<file path="config.mk">
export PLATFORM = sky130hd
export DESIGN_NAME = bmp_blitter
export DESIGN_NICKNAME = d
export VERILOG_FILES = /design/src/rtl/bmp_pkg.sv /design/src/rtl/bmp_raster_ctr.sv /design/src/rtl/bmp_blitter.sv
export SDC_FILE = /design/constraint.sdc
export NUM_CORES = 1
export LEC_CHECK = 0
export BUFFER_PORTS_ARGS = -buffer_cell sky130_fd_sc_hd__buf_4
export CORE_ASPECT_RATIO = 1.5
export CORE_UTILIZATION = 55
export CTS_BUF_LIST = sky130_fd_sc_hd__clkbuf_4
export DETAILED_ROUTE_END_ITERATION = 6
export GPL_TIMING_DRIVEN = 1
export PLACE_DENSITY = 0.83
export SYNTH_ARGS = -nofsm -noshare
export SYNTH_HDL_FRONTEND = slang
export SYNTH_SLANG_ARGS = --single-unit
export TNS_END_PERCENT = 30
</file>
<file path="constraint.sdc">
create_clock -name clk -period 4.96 [get_ports clk]
set_input_delay 0.248 -clock clk [delete_from_list [all_inputs] [get_ports clk]]
set_output_delay 0.248 -clock clk [all_outputs]
set_load 0.005 [all_outputs]
</file>
<file path="src/rtl/bmp_pkg.sv">
// rtl/bmp_pkg.sv - shared types and colour defaults for the bitmap blitter
package bmp_pkg;

    typedef enum logic [1:0] {
        OP_ADD    = 2'b00,
        OP_REMOVE = 2'b01,
        OP_FONT   = 2'b10,
        OP_RSVD   = 2'b11
    } op_e;

    typedef enum logic [2:0] {
        S_IDLE,
        S_HDR_X,
        S_HDR_Y,
        S_PIX,
        S_FIN
    } state_e;

    localparam logic [8:0] TRANSP_DEFAULT   = 9'h088;
    localparam logic [8:0] BG_COLOR_DEFAULT = 9'h000;

endpackage

</file>
<file path="src/rtl/bmp_raster_ctr.sv">
// rtl/bmp_raster_ctr.sv - column/row raster counters with wrap and last-pixel flags
module bmp_raster_ctr #(
    parameter int DW = 9
) (
    input  logic          clk,
    input  logic          rst_n,
    input  logic          clear,
    input  logic          step,
    input  logic [DW-1:0] width,
    input  logic [DW-1:0] height,
    output logic [DW-1:0] col,
    output logic [DW-1:0] row,
    output logic          col_last,
    output logic          last
);

    assign col_last = (col == width - DW'(1));
    assign last     = col_last && (row == height - DW'(1));

    always_ff @(posedge clk or negedge rst_n) begin
        if (!rst_n) begin
            col <= '0;
            row <= '0;
        end else if (clear) begin
            col <= '0;
            row <= '0;
        end else if (step) begin
            if (col_last) begin
                col <= '0;
                row <= row + DW'(1);
            end else begin
                col <= col + DW'(1);
            end
        end
    end

endmodule

</file>
<file path="src/rtl/bmp_blitter.sv">
// rtl/bmp_blitter.sv - copies ROM images and font glyphs into a framebuffer with clipping
module bmp_blitter
    import bmp_pkg::*;
#(
    parameter int H_RES   = 640,
    parameter int V_RES   = 480,
    parameter int PIX_W   = 9,
    parameter int NUM_SRC = 4,
    parameter int ROM_AW  = 16,
    parameter int GLYPH_W = 13,
    parameter int GLYPH_H = 16,
    parameter int SHEET_W = 544,
    parameter logic [PIX_W-1:0] TRANSP   = PIX_W'(TRANSP_DEFAULT),
    parameter logic [PIX_W-1:0] BG_COLOR = PIX_W'(BG_COLOR_DEFAULT)
) (
    input  logic                           clk,
    input  logic                           rst_n,
    input  logic                           req_valid,
    output logic                           req_ready,
    input  logic [1:0]                     req_op,
    input  logic [$clog2(NUM_SRC)-1:0]     req_src,
    input  logic [5:0]                     req_glyph,
    input  logic [$clog2(H_RES)-1:0]       req_x,
    input  logic [$clog2(V_RES)-1:0]       req_y,
    output logic [$clog2(NUM_SRC)-1:0]     rom_sel,
    output logic [ROM_AW-1:0]              rom_addr,
    input  logic [PIX_W-1:0]               rom_rdata,
    output logic [$clog2(H_RES*V_RES)-1:0] waddr,
    output logic [PIX_W-1:0]               wdata,
    output logic                           we,
    output logic                           done
);

    localparam int XW  = $clog2(H_RES);
    localparam int YW  = $clog2(V_RES);
    localparam int SW  = $clog2(NUM_SRC);
    localparam int WAW = $clog2(H_RES * V_RES);
    localparam int DW  = PIX_W;
    localparam int CXW = ((XW > DW) ? XW : DW) + 1;
    localparam int CYW = ((YW > DW) ? YW : DW) + 1;
    localparam logic [ROM_AW-1:0] FONT_ROW_STEP = ROM_AW'(SHEET_W - GLYPH_W + 1);

    state_e              state_q, state_d;
    op_e                 op_q;
    logic [XW-1:0]       x_q;
    logic [YW-1:0]       y_q;
    logic [SW-1:0]       sel_q;
    logic [DW-1:0]       width_q, height_q;
    logic [ROM_AW-1:0]   addr_q;
    logic [WAW-1:0]      waddr_q, row_start_q;
    logic                prime_q;
    logic [DW-1:0]       col, row;
    logic                col_last, last, slot;
    logic [CXW-1:0]      cx;
    logic [CYW-1:0]      cy;
    logic [WAW-1:0]      base;

    // PIX spends its first cycle issuing the first pixel address (and, for images, taking ywid)
    assign slot = (state_q == S_PIX) && !prime_q;
    assign base = WAW'(req_y) * WAW'(H_RES) + WAW'(req_x);
    assign cx   = CXW'(x_q) + CXW'(col);
    assign cy   = CYW'(y_q) + CYW'(row);

    bmp_raster_ctr #(.DW(DW)) u_raster (
        .clk      (clk),
        .rst_n    (rst_n),
        .clear    (!slot),
        .step     (slot),
        .width    (width_q),
        .height   (height_q),
        .col      (col),
        .row      (row),
        .col_last (col_last),
        .last     (last)
    );

    assign req_ready = (state_q == S_IDLE);
    assign done      = (state_q == S_FIN);
    assign rom_sel   = sel_q;
    assign waddr     = waddr_q;
    assign wdata     = (op_q == OP_REMOVE) ? BG_COLOR : rom_rdata;
    assign we        = slot && (rom_rdata != TRANSP) &&
                       (cx < CXW'(H_RES)) && (cy < CYW'(V_RES));

    // Address runs one pixel ahead of the write slot because the ROM has one cycle latency
    always_comb begin
        rom_addr = addr_q;
        if (slot)
            rom_addr = addr_q + (!col_last ? ROM_AW'(1) :
                                 (op_q == OP_FONT) ? FONT_ROW_STEP : ROM_AW'(1));
    end

    always_ff @(posedge clk or negedge rst_n) begin
        if (!rst_n) state_q <= S_IDLE;
        else        state_q <= state_d;
    end

    always_comb begin
        state_d = state_q;
        unique case (state_q)
            S_IDLE: begin
                if (req_valid) begin
                    case (op_e'(req_op))
                        OP_ADD, OP_REMOVE: state_d = S_HDR_X;
                        OP_FONT:           state_d = S_PIX;
                        default:           state_d = S_FIN;
                    endcase
                end
            end
            S_HDR_X: state_d = S_HDR_Y;
            S_HDR_Y: state_d = S_PIX;
            S_PIX: begin
                if (prime_q) begin
                    if (op_q != OP_FONT && (width_q == '0 || rom_rdata == '0))
                        state_d = S_FIN;
                end else if (last) begin
                    state_d = S_FIN;
                end
            end
            S_FIN:   state_d = S_IDLE;
            default: state_d = S_IDLE;
        endcase
    end

    always_ff @(posedge clk or negedge rst_n) begin
        if (!rst_n) begin
            op_q        <= OP_ADD;
            x_q         <= '0;
            y_q         <= '0;
            sel_q       <= '0;
            width_q     <= '0;
            height_q    <= '0;
            addr_q      <= '0;
            waddr_q     <= '0;
            row_start_q <= '0;
            prime_q     <= 1'b0;
        end else begin
            case (state_q)
                S_IDLE: begin
                    prime_q <= 1'b0;
                    addr_q  <= '0;
                    if (req_valid) begin
                        op_q        <= op_e'(req_op);
                        x_q         <= req_x;
                        y_q         <= req_y;
                        waddr_q     <= base;
                        row_start_q <= base;
                        sel_q       <= req_src;
                        if (op_e'(req_op) == OP_FONT) begin
                            sel_q    <= '0;
                            width_q  <= DW'(GLYPH_W);
                            height_q <= DW'(GLYPH_H);
                            addr_q   <= ROM_AW'(req_glyph) * ROM_AW'(GLYPH_W);
                            prime_q  <= 1'b1;
                        end
                    end
                end
                S_HDR_X: addr_q <= ROM_AW'(1);
                S_HDR_Y: begin
                    addr_q  <= ROM_AW'(2);
                    width_q <= rom_rdata;
                    prime_q <= 1'b1;
                end
                S_PIX: begin
                    if (prime_q) begin
                        prime_q <= 1'b0;
                        if (op_q != OP_FONT) height_q <= rom_rdata;
                    end else begin
                        addr_q <= rom_addr;
                        if (col_last) begin
                            waddr_q     <= row_start_q + WAW'(H_RES);
                            row_start_q <= row_start_q + WAW'(H_RES);
                        end else begin
                            waddr_q <= waddr_q + WAW'(1);
                        end
                    end
                end
                default: ;
            endcase
        end
    end

endmodule

</file>
After elaboration in Yosys (flattened, before gate mapping)
Cells that the tools add are included.
{ "word_totals": {"ff_bits": 117, "out_inout_bits": 49} }
{ "classes": {"add_sub_neg": 10, "mul": 2, "n_lt_le_gt_ge": 2, "eq_ne": 21, "muxes": 37, "reduce_logical": 24} }
{ "ops": {"columns": ["cell", "count"], "rows": [
  ["9-bit two-way mux", 11],
  ["19-bit two-way mux", 5],
  ["19-bit case mux with 2 select lines", 2],
  ["16-bit case mux with 4 select lines", 1],
  ["10-bit two-way mux", 4],
  ["9-bit case mux with 2 select lines", 2],
  ["16-bit two-way mux", 2],
  ["19-bit by 1-bit adder with 19-bit output (second input constant)", 1],
  ["19-bit by 10-bit adder with 19-bit output", 1],
  ["19-bit by 10-bit adder with 19-bit output (second input constant)", 1],
  ["9-bit by 1-bit adder with 9-bit output (second input constant)", 2],
  ["9-bit equality test", 2],
  ["9-bit zero test", 2],
  ["9-bit by 1-bit subtractor with 9-bit output (second input constant)", 2],
  ["16-bit by 10-bit adder with 16-bit output", 1],
  ["9-bit by 3-bit multiplier with 12-bit output (second input constant)", 1],
  ["3-bit two-way mux", 4],
  ["2-bit inequality test (second input constant)", 6],
  ["3-bit case mux with 4 select lines", 1],
  ["10-bit by 9-bit adder with 11-bit output", 1],
  ["11-bit by 10-bit less-than comparator with 1-bit output (second input constant)", 1],
  ["9-bit by 9-bit adder with 10-bit output", 1],
  ["10-bit by 9-bit less-than comparator with 1-bit output (second input constant)", 1],
  ["6-bit by 4-bit multiplier with 10-bit output (second input constant)", 1],
  ["other kinds (26)", 40]
]} }

Depth between registers and ports, before layout
{ "logic_depth": {"word_depth": 7, "mapped_depth": 19, "depth_no_buf": 17} }

Modules after synthesis
From an unflattened synthesis, not the netlist that was laid out.
{ "unflattened": {"hier_cells": 1015, "area_unflattened_um2": 8568.2} }
{ "modules_own_cells": {"columns": ["module", "n_inst", "cells_per_inst", "area_each_um2", "seq_area_each_um2"], "rows": [
  ["bmp_blitter", 1, 821, 6927.9, 2477.4],
  ["bmp_raster_ctr", 1, 194, 1640.3, 450.4]
]} }

Least setup slack after synthesis
Ideal clock, no wire load.
{ "synth_timing": {"path_kind": "register to output", "from": "reg width_q[0]", "to": "out rom_addr[15]", "arrival_time_ns": 3.483, "slack_ns": 1.229, "path_stages_with_launch": 19, "cell_sequence": "dfrtp_1 > inv_1 > ha_1 > or3b_1 > or3_1 > a21oi_1 > o31ai_2 > and3_2 > inv_1 > buf_6 > ha_1 > and2_1 > clkbuf_1 > o21ai_0 > a21oi_1 > nand4_1 > and3_1 > nor3_1 > xor2_1"} }
{ "synth_via": {"elab_chain_len": 5} }
{ "synth_lines": {"columns": ["item", "line_no", "text"], "rows": [
  ["from (decl)", "bmp_blitter.sv:48", "logic [DW-1:0] width_q, height_q;"],
  ["from (signal assigned)", "bmp_blitter.sv:151", "width_q <= DW'(GLYPH_W);"],
  ["from (signal assigned)", "bmp_blitter.sv:161", "width_q <= rom_rdata;"],
  ["9-bit by 1-bit subtractor with 9-bit output", "bmp_raster_ctr.sv:17", "assign col_last = (col == width - DW'(1));"],
  ["9-bit equality test", "bmp_raster_ctr.sv:17", null],
  ["10-bit two-way mux", "bmp_blitter.sv:89", "rom_addr = addr_q + (!col_last ? ROM_AW'(1) :"],
  ["16-bit by 10-bit adder with 16-bit output", "bmp_blitter.sv:89", null],
  ["16-bit two-way mux", "bmp_blitter.sv:88", "if (slot)"],
  ["to (decl)", "bmp_blitter.sv:26", "output logic [ROM_AW-1:0] rom_addr,"]
]} }
No other way between the ends.

Worst setup path in the final report
{ "layout_timing": {"from": "reg width_q[0]", "to": "out rom_addr[10]"} }
Same word-level chain as after synthesis.

==> results.toml <==
[routing]
drt_iter0_markers = 411
drc = 0
firstDrtPassIters = 5
vias = 8019
avgRoutedWirePerCell_um = 16.9
postRouteAntennaNets = 0
avgViaCountPerCell = 6.00
wl_um = 22600

[worst_setup_path]
cp_max_fo = 8
cp_slowest_cell = "dfrtp_1"
start_kind = "register"
max_stage_delay_ns = 0.42
rr_worst_depth = 15
endpoint_kind = "output pin"
cp_data_required_time_ns = 4.71
cp_cell_sequence = "inv_1 > ha_1 > or3b_1 > o311a_1 > o31ai_2 > and3_2 > clkinvlp_4 > ha_1 > ha_1 > o21ai_0 > and2_1 > nor4_4 > o21ai_2 > buf_4 > xnor2_1 > buf_4"
path_common_cell = "ha_1"
cp_data_arrival_time_ns = 4.43
reg2reg_slack_ns = 1.02
critical_path_class = "register to output pin"
timing.rr.end = "addr_q[12]$_DFFE_PN0P_"
startpoint = "width_q[0]$_DFFE_PN0P_"
reg2reg_from = "width_q[0]$_DFFE_PN0P_"

[synthesis]
async_flop_share_pct = 100
synth-edff-count = 0
synth_area_per_cell_um2 = 8.29
netlist-cell-type-count = 74
synth_top_cell_area_share_pct = 34.9
yosys_most_used_dff = "dfrtp_1"
yosys-top-cells-area = "dfrtp_1 (35%), ha_1 (8.5%), nand2_1 (7.1%)"
ys_seq_area_share_pct = 34.9
synth_largest_area_cell = "dfrtp_1"
synth_cells = 1011
syn_nets = 1114
ys_seq_elements = 117
yosys_warnings = 0
netlist_area_um2 = 8380

[job]
cap_violations = 0

[global_routing]
antenna_found_initial = 1
grt_pass1_wl_um = 36300
grt_use_total_pct = 29.5
first_global_vias = 8048
grt_overflow_total = 0
grt_max_degree = 76

[floorplan]
start_util_pct = 56.9
rows = 54
die_h_um = 153
die_w_um = 103
io_pins = 90
coreArea_um2 = 14700
dieArea_um2 = 15700

[sta]
skew_ns = 0.0295
hold_viol = 0
finalSetupViolations = 0
fmax_ghz = 0.214
min_period_ns = 4.68
finalSetupTns_ns = 0
worst_slew_pin_slew_ns = 1.06
relSlewSlack_pct = 28.9
rsz0062_at_grt = "false"
finalCritPeriodShare_pct = 94.3
slew_violations = 0

[status]
status = "completed"

[clock_tree]
cts.sinks = 117
insertion_delay_ns = 0.55
root_buffer = "clkbuf_4"
htree_levels = 4
cts.path.max_buffers = 2
numCtsBuffers = 17
cts_tree = "built"
path_clk_slew_ns = 0.10

[place]
portBuffers = 89
place_hpwl_um = 16300
gp_congestion = 0.887

[pwr]
p_per_area_nw_per_um2 = 509
leakage_uw = 0.00460
ir_drop_mv = 0.407

[finish]
drive_above_1_share_pct = 13.3
syn_to_final_growth_pct = 18.0
n_fill_cell = 1205
nets = 1230
fin_util_pct = 67.1

[hold_path]
hold_end = "x_q[8]$_DFFE_PN0P_"
worstHoldStart = "req_x[8]"
worstHoldPathCells = 3
hold_class = "primary input to register"
-- worst max-delay path: cells and delay by family, from the launching register on --
family                   cells  cell delay (ns)
flip-flops                   1             0.42
buffers and inverters        4             0.56
AND/OR/NAND/NOR              4             1.00
XOR/XNOR                     1             0.11
adder cells (fa/ha/maj)      3             0.69
AO/OA/AOI/OAI                4             1.12
-- per-stage QoR --
stage	instances	total power, µW	hold WS [ns]	setup WS [ns]	area [µm²]
global route	1337	5420	0.0398	0.00647	9890
CTS	1330	5010	0.0350	0.158	9830
floorplan	1011	3360	-0.0476	1.23	8380
finish	1337	5030	0.0488	0.284	9890
global placement	1267	4120	0.460	0.922	9210
detailed placement	1267	4210	0.459	0.742	9210
-- flip-flops by register name (all words and copies together) (netlist names) --
| name | flops |
|---|---|
| u_raster.row | 9 |
| y_q | 9 |
| prime_q | 1 |
| waddr | 19 |
| op_q | 2 |
| height_q | 9 |
| x_q | 10 |
| u_raster.col | 9 |
| rom_sel | 2 |
| width_q | 9 |
| state_q | 3 |
| addr_q | 16 |
| row_start_q | 19 |
-- synthesized netlist by cell type, types with 7 or more instances --
cell type / instances
dfrtp_1: 117
nor2b_1: 7
and3_1: 11
o21ai_0: 60
nand2_1: 159
nand3_1: 47
nor2_1: 88
ha_1: 57
a31oi_1: 15
inv_1: 44
and2_1: 20
a21oi_1: 70
nand2b_1: 8
a211oi_1: 13
nor3_1: 21
xor2_1: 36
o211ai_1: 8
a21o_1: 13
a22o_1: 7
xnor2_1: 52
clkbuf_1: 28
nand4_1: 18
-- final cells by class --
class / count / area, µm² / area share, %
Clock inverter: 12 / 160 / 1.62
Sequential cell: 117 / 2930 / 29.6
Timing Repair Buffer: 134 / 1080 / 11.0
Antenna cell: 1 / 2.50 / 0.0253
Clock buffer: 20 / 150 / 1.52
Multi-Input combinational cell: 813 / 5150 / 52.1
Tap cell: 196 / 245 / 2.48
Inverter: 44 / 169 / 1.71
-- cell families (layout without fill, tap and decap cells) --
family | Yosys count | after routing | synth area share [%]
muxes | 4 | 4 | 0.508
AOI/OAI and AO/OA | 243 | 243 | 18.2
other | 0 | 1 | 0
DFF | 117 | 117 | 34.9
buffers and inverters | 81 | 210 | 3.81
and+or+nand+nor | 414 | 414 | 23.2
adders and majority gates | 63 | 63 | 9.83
xor gates and xnor gates | 89 | 89 | 9.47
-- placed cells by master (no fill, tap or decap), types with 5 or more instances in the layout --
| cell | n |
|---|---|
| a211oi_1 | 12 |
| a21o_1 | 13 |
| a21oi_1 | 70 |
| a22o_1 | 7 |
| a31oi_1 | 15 |
| and2_1 | 20 |
| and3_1 | 11 |
| buf_4 | 103 |
| clkbuf_4 | 20 |
| dfrtp_1 | 117 |
| dlygate4sd3_1 | 31 |
| fa_1 | 5 |
| ha_1 | 57 |
| inv_1 | 43 |
| nand2_1 | 159 |
| nand2b_1 | 8 |
| nand3_1 | 47 |
| nand4_1 | 18 |
| nor2_1 | 87 |
| nor2b_1 | 7 |
| nor3_1 | 21 |
| nor3b_1 | 5 |
| nor4_1 | 6 |
| o211ai_1 | 8 |
| o21a_1 | 6 |
| o21ai_0 | 60 |
| o22a_1 | 5 |
| or3_1 | 5 |
| xnor2_1 | 52 |
| xor2_1 | 36 |
-- metal layers --
layer	up-vias	share of wire (%)	track usage, %
li1	3798	-	-
met1	3841	38	32.1
met2	305	52	52.4
met3	75	5.4	4.89
met4	0	4.8	17.6
met5	-	0	0
-- power breakdown --
part,switching (µW),internal (µW)
Combinational,1500,1050
Clock,371,409
Sequential,404,1300
-- what timing repair did --
action / in CTS / in global routing
endpoints found under the setup margin: 0 / 3
endpoints found under the hold margin: 117 / 0
buffers inserted: 0 / 6
gates resized for setup: 0 / 1
hold buffers: 31 / 0
-- worst max-delay path by stage --
stage,to,slack [ns],cells past startpoint
4_1_cts,rom_addr[12],0.16,17
3_3_place_gp,rom_addr[12],0.92,17
2_1_floorplan,rom_addr[15],1.23,18
6_report,rom_addr[10],0.28,16
3_5_place_dp,rom_addr[12],0.74,17
5_1_grt,rom_addr[10],0.006,16
Note: power is estimated with default switching activity, not from simulation.
